File: config.mk
export PLATFORM = sky130hd
export DESIGN_NAME = booth_mult_arbiter
export DESIGN_NICKNAME = d
export VERILOG_FILES = /design/src/rtl/booth_mult_arbiter_pkg.sv /design/src/rtl/booth_mult_arbiter_rr_arbiter.sv /design/src/rtl/booth_mult_arbiter.sv
export SDC_FILE = /design/constraint.sdc
export NUM_CORES = 1
export LEC_CHECK = 0
export BUFFER_PORTS_ARGS = -buffer_cell sky130_fd_sc_hd__buf_2
export CORE_MARGIN = 5
export CORE_UTILIZATION = 53
export DETAILED_ROUTE_END_ITERATION = 6
export HOLD_SLACK_MARGIN = 0.12
export MAX_ROUTING_LAYER = met4
export PLACE_DENSITY = 0.95
export REMOVE_ABC_BUFFERS = 1
export SLEW_MARGIN = 40
export SYNTH_ARGS = -nofsm -noshare
export SYNTH_HDL_FRONTEND = slang
export SYNTH_SLANG_ARGS = --single-unit
export TNS_END_PERCENT = 50
File: constraint.sdc
create_clock -name clk -period 7.5 [get_ports clk]
set_clock_uncertainty 0.15 [all_clocks]
set_input_delay 1.5 -clock clk [delete_from_list [all_inputs] [get_ports clk]]
set_output_delay 1.5 -clock clk [all_outputs]
set_load 0.005 [all_outputs]
File: src/rtl/booth_mult_arbiter_pkg.sv
// Package booth_arb_defs: shared definitions for the Booth multiplier arbiter.
//   state_t : FSM state encoding (IDLE=0, LOAD=1, RUN=2, DONE=3)
//   clog2   : index width helper; returns at least 1 so that a 1-requester
//             build still gets a legal vector width.
package booth_arb_defs;

   typedef enum logic [1:0] {
      IDLE = 2'd0,
      LOAD = 2'd1,
      RUN  = 2'd2,
      DONE = 2'd3
   } state_t;

   function automatic int unsigned clog2(input int unsigned n);
      int unsigned r;
      r = 0;
      for (int unsigned i = 0; i < 31; i++) begin
         if ((32'd1 << i) < n) r = i + 1;
      end
      return (r == 0) ? 1 : r;
   endfunction

endpackage

File: src/rtl/booth_mult_arbiter_rr_arbiter.sv
// rr_arbiter: combinational round-robin picker.
//   req     in  NREQ         request levels
//   pointer in  clog2(NREQ)  highest-priority index this round
//   grant   out NREQ         one-hot winner (all zero when req is zero)
//   index   out clog2(NREQ)  winner index (0 when req is zero)
module rr_arbiter
   import booth_arb_defs::*;
#(
   parameter int unsigned NREQ = 4
) (
   input  logic [NREQ-1:0]        req,
   input  logic [clog2(NREQ)-1:0] pointer,
   output logic [NREQ-1:0]        grant,
   output logic [clog2(NREQ)-1:0] index
);

   localparam int unsigned IDW = clog2(NREQ);

   logic              found;
   logic [IDW-1:0]    cand;

   // Scan from the pointer upwards, wrapping modulo NREQ; first hit wins.
   always_comb begin
      grant = '0;
      index = '0;
      found = 1'b0;
      cand  = '0;
      for (int unsigned i = 0; i < NREQ; i++) begin
         cand = IDW'((32'(pointer) + i) % NREQ);
         if (!found && req[cand]) begin
            found       = 1'b1;
            grant[cand] = 1'b1;
            index       = cand;
         end
      end
   end

endmodule

File: src/rtl/booth_mult_arbiter.sv
// booth_mult_arbiter: shares one radix-4 Booth multiplier between NREQ clients.
//   clk, reset            clock, synchronous active-high reset
//   req                   per-requester request level
//   mplier_in, mpcand_in  packed operands, slice i belongs to req[i]
//   ack                   one-cycle completion pulse to the granted requester
//   result, err           product (or 0 with err=1 on watchdog timeout)
//   busy                  high outside IDLE
//   grant_id              current or last granted requester
//   mul_mplier/mpcand     latched operands to the multiplier
//   mul_reset, mul_go     multiplier load strobe and run enable
//   mul_pdt, mul_over     multiplier product and completion flag
module booth_mult_arbiter
   import booth_arb_defs::*;
#(
   parameter int unsigned NREQ    = 4,
   parameter int unsigned WIDTH   = 8,
   parameter int unsigned TIMEOUT = 32
) (
   input  logic                    clk,
   input  logic                    reset,
   input  logic [NREQ-1:0]         req,
   input  logic [NREQ*WIDTH-1:0]   mplier_in,
   input  logic [NREQ*WIDTH-1:0]   mpcand_in,
   output logic [NREQ-1:0]         ack,
   output logic [2*WIDTH-1:0]      result,
   output logic                    err,
   output logic                    busy,
   output logic [clog2(NREQ)-1:0]  grant_id,
   output logic [WIDTH-1:0]        mul_mplier,
   output logic [WIDTH-1:0]        mul_mpcand,
   output logic                    mul_reset,
   output logic                    mul_go,
   input  logic [2*WIDTH-1:0]      mul_pdt,
   input  logic                    mul_over
);

   localparam int unsigned IDW = clog2(NREQ);
   localparam int unsigned CW  = clog2(TIMEOUT);

   state_t          state, next_state;
   logic [IDW-1:0]  ptr;
   logic [IDW-1:0]  win_idx;
   logic [NREQ-1:0] win_grant;
   logic [CW-1:0]   wd_cnt;
   logic            timed_out;
   logic            any_req;

   rr_arbiter #(.NREQ(NREQ)) u_rr (
      .req     (req),
      .pointer (ptr),
      .grant   (win_grant),
      .index   (win_idx)
   );

   assign any_req   = |win_grant;
   assign timed_out = (wd_cnt == CW'(TIMEOUT - 1));

   always_comb begin
      next_state = state;
      ack        = '0;
      busy       = (state != IDLE);
      mul_go     = 1'b0;
      mul_reset  = reset;
      case (state)
         IDLE: if (any_req) next_state = LOAD;
         LOAD: begin
            mul_reset  = 1'b1;
            next_state = RUN;
         end
         RUN: begin
            mul_go = 1'b1;
            if (mul_over || timed_out) next_state = DONE;
         end
         DONE: begin
            ack[grant_id] = 1'b1;
            next_state    = IDLE;
         end
         default: next_state = IDLE;
      endcase
   end

   always_ff @(posedge clk) begin
      if (reset) begin
         state      <= IDLE;
         ptr        <= '0;
         grant_id   <= '0;
         mul_mplier <= '0;
         mul_mpcand <= '0;
         result     <= '0;
         err        <= 1'b0;
         wd_cnt     <= '0;
      end else begin
         state <= next_state;
         case (state)
            IDLE: begin
               if (any_req) begin
                  grant_id   <= win_idx;
                  mul_mplier <= mplier_in[32'(win_idx) * WIDTH +: WIDTH];
                  mul_mpcand <= mpcand_in[32'(win_idx) * WIDTH +: WIDTH];
               end
            end
            LOAD: wd_cnt <= '0;
            RUN: begin
               wd_cnt <= wd_cnt + 1'b1;
               // A completion in the last watchdog cycle still counts as success.
               if (mul_over) begin
                  result <= mul_pdt;
                  err    <= 1'b0;
               end else if (timed_out) begin
                  result <= '0;
                  err    <= 1'b1;
               end
            end
            DONE: ptr <= (grant_id == IDW'(NREQ - 1)) ? '0 : grant_id + 1'b1;
            default: ;
         endcase
      end
   end

endmodule

==> results of run 1 <==
==> report_power, final <==
part           switching, mW  internal (mW)
clock                 0.0761          0.131
sequential            0.0343          0.286
combinational          0.287          0.194
==> per-layer routing <==
layer / track usage / wire, um
met5: - / 0
met4: 0.0680 / 101
met3: 0.0380 / 1030
met1: 0.304 / 3530
met2: 0.392 / 4250
==> area by class of cell <==
| class | instances | area (um^2) | share of cell area |
|---|---|---|---|
| clock buffer | 5 | 68.8 | 0.0182 |
| clock inverter | 2 | 60.1 | 0.0159 |
| inverter | 10 | 37.5 | 0.00994 |
| multi-input combinational | 281 | 1980 | 0.525 |
| sequential | 44 | 881 | 0.233 |
| tap | 72 | 90.1 | 0.0239 |
| timing repair buffer | 130 | 656 | 0.174 |
==> per-stage QoR <==
stage	util	cell area, um^2
6_report	0.673	3780
5_1_grt	0.673	3780
4_1_cts	0.672	3770
3_5_place_dp	0.649	3640
3_3_place_gp	0.648	3630
2_1_floorplan	-	2890
==> worst max path at each step <==
stage	slack (ns)	start	end
after global placement	3.42	reset	mul_reset
final	3.38	reset	mul_reset
after floorplan	3.66	ptr[0]	mul_mpcand[0]
after global routing	3.32	reset	mul_reset
after CTS	3.39	reset	mul_reset
after detailed placement	3.39	reset	mul_reset
==> critical path, stage by stage <==
cell and delay [ns]:
buf_2 0.63, or2_2 0.23, buf_2 0.11
==> sequential cells by signal, indices dropped and copies added (netlist names) <==
name / count
err: 1
grant_id: 2
mul_mpcand: 8
mul_mplier: 8
ptr: 2
result: 16
state: 2
wd_cnt: 5
==> cell usage after synthesis (all sizes together) <==
cell,count,area share
nor2,26,0.034
nand2b,5,0.012
and2,6,0.012
nand3b,1,0.0024
or2,1,0.0020
nor4b,1,0.0028
a22oi,28,0.068
a21boi,13,0.031
a211o,17,0.048
buf,20,0.047
a31oi,29,0.058
a32oi,1,0.0028
a22o,4,0.011
ha,16,0.064
mux4,4,0.029
o21ai,14,0.024
o211ai,16,0.039
mux2i,5,0.016
nor3b,2,0.0048
inv,10,0.012
nand3,11,0.018
a31o,1,0.0028
nor2b,2,0.0040
and3,25,0.050
a21oi,8,0.014
a211oi,4,0.011
dfxtp,44,0.28
nor4,1,0.0020
a311oi,1,0.0028
o32a,1,0.0032
o21bai,1,0.0024
nor3,1,0.0016
o22a,1,0.0028
clkbuf,20,0.024
or4,1,0.0024
o31ai,1,0.0024
a21o,4,0.0097
mux2,2,0.0072
o221ai,1,0.0028
nand2,26,0.032
==> cell families after synthesis <==
logic type,Yosys count
buffers and inverters,50
DFF,44
and+or+nand+nor,109
AOI/OAI and AO/OA,145
adders and majority gates,16
muxes,11
==> impl_metrics.yaml, run 1 <==
clocking:
  root_buffer: "clkbuf_8"
  cts_resized: 0
  cts_buffer_depth: 2
  clk_latency_ns: 0.29
  htree_levels: 2
  cts_buffers: 5
  cts_setup_buffers: 0
  holdBufCountCts: 0
  cts.clk_slew.worst_paths_ns: 0.08
  cts_sinks: 44
  cts_tree: "done"
logic_synthesis:
  synth.avg_cell_area_um2: 8.29
  yosys.area_share.adder: 0.0644
  synth_top_family_by_area: "compound AO/OA/AOI/OAI gates"
  synth-simple-area-share: 0.181
  synthMuxAreaShare: 0.0523
  synth_area_mm2: 0.00311
  synth_seq_cells: 44
  postSynthCellCount: 375
  ys_seq_area_frac: 0.283
  yosys_warnings: 0
  synth_compound_area_frac: 0.336
  synth.distinct_cells: 51
  synthXorXnorAreaFrac: 0
timing:
  slew_headroom: 0.446
  setup_tns_ns: 0
  hold_viol: 0
  finalCritPeriodShare: 0.549
  period_needed_ns: 4.12
  rsz0062_at_grt: "no"
  hold_slack_ns: 0.318
  max_freq_mhz: 243
  setup_slack_ns: 3.38
  maxSlewViolCount: 0
  worst_pin_slew_ns: 0.831
  finalSetupViolCount: 0
pwr:
  p_leak_nw: 1.69
  power_mw: 1.01
  power_density_mw_per_mm2: 267
  ir_drop_mv: 0.133
worst_hold_path:
  hold_path_end: "err"
  hold_start: "err"
  hold_path_class: "flop to flop"
  worstHoldPathCells: 2
final_layout:
  n_antenna_cell: 0
  area_growth_pct: 21.4
  fillers: 478
  nNetsFinal: 575
  final_common_cell: "buf_2"
  stdcell_count: 544
  drive_gt1_frac: 0.326
  layout_common_cells: "buf_2, dfxtp_1, a31oi_1, a22oi_1"
floorplan:
  rows: 27
  start_util: 0.554
  io_pins: 129
  dieArea_mm2: 0.00750
  fp.dieH_um: 86.6
  core_area_mm2: 0.00561
  fp.dieW_um: 86.6
global_route:
  grtUsageTotal: 0.239
  grt_pass1_wl_um: 14600
  grt_max_degree: 46
  antenna_found_initial: 0
  overflow: 0
  grt_pass1_vias: 3249
critical_path:
  r2r_cells: 9
  rrSetupSlack_ns: 3.58
  cp_max_fo: 45
  critPathKind: "input port to primary output"
  cp_data_required_time_ns: 5.85
  timing.rr.start: "ptr[0]"
  cp.arrival_ns: 2.47
  rr_endpoint: "mul_mpcand[5]"
  start_kind: "input port"
  end_kind: "primary output"
status:
  status: "complete, no violations"
placed_design:
  io_buffers: 128
  dpl_worst_slack_ns: 3.39
  dpl.hpwl_um: 6360
  post-place-cells: 537
  place_congestion: 0.842
run:
  max_cap_violations: 0
detailed_routing:
  drtPass1Iterations: 6
  wl_per_cell_um: 16.4
  drcViolationCount: 0
  num_vias: 3359
  ant_nets: 0
  drt_wl_total_um: 8910
  viasPerCell: 6.17
  drt-initial-drc-count: 192
Power figures use the tool's default switching activity.
==> run 2, diff against run 1 <==
--- a/config.mk
+++ b/config.mk
@@ -7,11 +7,11 @@
 export LEC_CHECK = 0
 export BUFFER_PORTS_ARGS = -buffer_cell sky130_fd_sc_hd__buf_2
 export CORE_MARGIN = 5
-export CORE_UTILIZATION = 53
+export CORE_UTILIZATION = 44
 export DETAILED_ROUTE_END_ITERATION = 6
 export HOLD_SLACK_MARGIN = 0.12
 export MAX_ROUTING_LAYER = met4
-export PLACE_DENSITY = 0.95
+export PLACE_DENSITY = 0.85
 export REMOVE_ABC_BUFFERS = 1
 export SLEW_MARGIN = 40
 export SYNTH_ARGS = -nofsm -noshare
==> constraint.sdc (replaced) <==
create_clock -name clk -period 3.4 [get_ports clk]
set_clock_uncertainty 0.15 [all_clocks]
set_input_delay 0.68 -clock clk [delete_from_list [all_inputs] [get_ports clk]]
set_output_delay 0.68 -clock clk [all_outputs]
set_load 0.005 [all_outputs]
==> run 2 against run 1 <==
Against the previous run: final cell count grew 6.1%; via count is 0.42% lower; combinational power rose by 130%; first-iteration DRC count up 32%; non-clock buffer count up 8; flip-flop and latch count is the same; count of clock-buffer cells in the layout grew 1; sequential power rose by 120%; critical endpoint is now mul_mplier[7]; largest power group unchanged.
==> impl_metrics.yaml, run 2 (same netlist as run 1, synthesis figures left out) <==
pwr:
  power_density_mw_per_mm2: 572
  p_leak_nw: 1.71
  ir_drop_mv: 0.241
timing:
  period_needed_ns: 3.05
  finalSetupViolCount: 0
  hold_slack_ns: 0.310
  slew_headroom: 0.572
  setup_slack_ns: 0.351
  finalCritPeriodShare: 0.897
  hold_viol: 0
  maxSlewViolCount: 0
  max_freq_mhz: 328
  worst_pin_slew_ns: 0.642
  rsz0062_at_grt: "no"
status:
  status: "complete, no violations"
floorplan:
  dieArea_mm2: 0.00885
  fp.dieH_um: 94.1
  io_pins: 129
  core_area_mm2: 0.00683
  fp.dieW_um: 94.1
  rows: 30
  start_util: 0.455
final_layout:
  drive_gt1_frac: 0.335
  multiInputGateArea_mm2: 0.00197
  fillers: 669
  area_growth_pct: 23.4
  final_common_cell: "buf_2"
  nNetsFinal: 583
  largestRegisters: "result: 16 flops, mul_mpcand: 8 flops, mul_mplier: 8 flops"
  seqCellArea_um2: 882
  n_antenna_cell: 0
  largest-register: "result"
  layout_common_cells: "buf_2, dfxtp_1, a31oi_1, a22oi_1"
  largest_reg_flops: 16
critical_path:
  cp_max_fo: 33
  rrSetupSlack_ns: 0.35
  crit_chain: "inv_1 -> ha_1 -> mux4_2 -> nor2b_1 -> o21ai_1 -> a21o_1 -> buf_4 -> a211o_1 -> a31oi_1"
  start_kind: "flop"
  crit_family: "compound AO/OA/AOI/OAI gates"
  critPathBufInv: 2
  critPathKind: "flop to flop"
  critical_path.max_stage_delay_ns: 0.58
  cp_data_required_time_ns: 3.47
  end_kind: "flop"
  slowest_stage: "mux4_2"
  cp.arrival_ns: 3.12
clocking:
  cts_buffer_depth: 2
  cts_tree: "done"
  cts.clk_slew.worst_paths_ns: 0.09
  cts_sinks: 44
  cts_buffers: 5
  clk_latency_ns: 0.30
  htree_levels: 2
  root_buffer: "clkbuf_8"
global_route:
  grt_pass1_vias: 3178
  grt_pass1_wl_um: 14800
  grtUsageTotal: 0.209
  overflow: 0
  grt_max_degree: 45
  antenna_found_initial: 0
detailed_routing:
  drcViolationCount: 0
  drtPass1Iterations: 5
  num_vias: 3345
  viasPerCell: 5.80
  wl_per_cell_um: 16.2
  drt_wl_total_um: 9330
  drt-initial-drc-count: 253
  ant_nets: 0
worst_hold_path:
  hold_path_class: "flop to flop"
run:
  max_cap_violations: 0
placed_design:
  place_congestion: 0.886
  dpl_worst_slack_ns: 0.237
  dpl.hpwl_um: 6800
  io_buffers: 128
-- run 2: repair_timing --
item / CTS / global route
buffers inserted: 0 / 0
hold buffers: 0 / 0
setup endpoints to repair: 0 / 5
resized for setup: 0 / 1
endpoints found under the hold margin: 0 / 0
-- run 2: worst paths after layout --
check,depth (start not counted),to,start
setup reg to reg,9,mul_mplier[7],ptr[1]
hold reg to reg,2,err,err
setup / recovery,9,mul_mplier[7],ptr[1]
hold / removal,2,err,err
-- run 2: metrics by stage --
step                utilization  area, um^2  power (mW)  std cells  setup TNS (ns)
finish                    0.562        3840        2.19        577               0
detailed placement        0.546        3730        1.80        569               0
floorplan                     -        2890        1.38        335           -7.40
CTS                       0.561        3830        2.20        577               0
global placement          0.545        3720        1.76        569               0
global route              0.562        3840        2.36        577               0
-- run 2: per-layer routing --
| layer | GRT usage | up-vias | share of wire |
|---|---|---|---|
| met4 | 0.0650 | 0 | 0.016 |
| met1 | 0.259 | 1553 | 0.42 |
| met2 | 0.345 | 160 | 0.48 |
| met3 | 0.0401 | 14 | 0.081 |
| li1 | - | 1618 | - |
| met5 | - | - | 0 |
-- run 2: cell type report --
class                   count  area share
flip-flops and latches     44       0.230
inverters                  10     0.00978
clock inverters             2     0.00913
multi-input cells         281       0.514
clock buffers               6      0.0189
well taps                  96      0.0313
repair buffers            138       0.187
-- run 2: worst min-delay path: stages, from the launching register on --
cell and delay [ns]:
dfxtp_1 0.32, inv_1 0.05, a211oi_1 0.05
-- run 2: where the power goes --
| group | internal, mW | switching, mW |
|---|---|---|
| Clock | 0.218 | 0.180 |
| Sequential | 0.630 | 0.0767 |
| Combinational | 0.456 | 0.633 |
| Total | 1.30 | 0.890 |
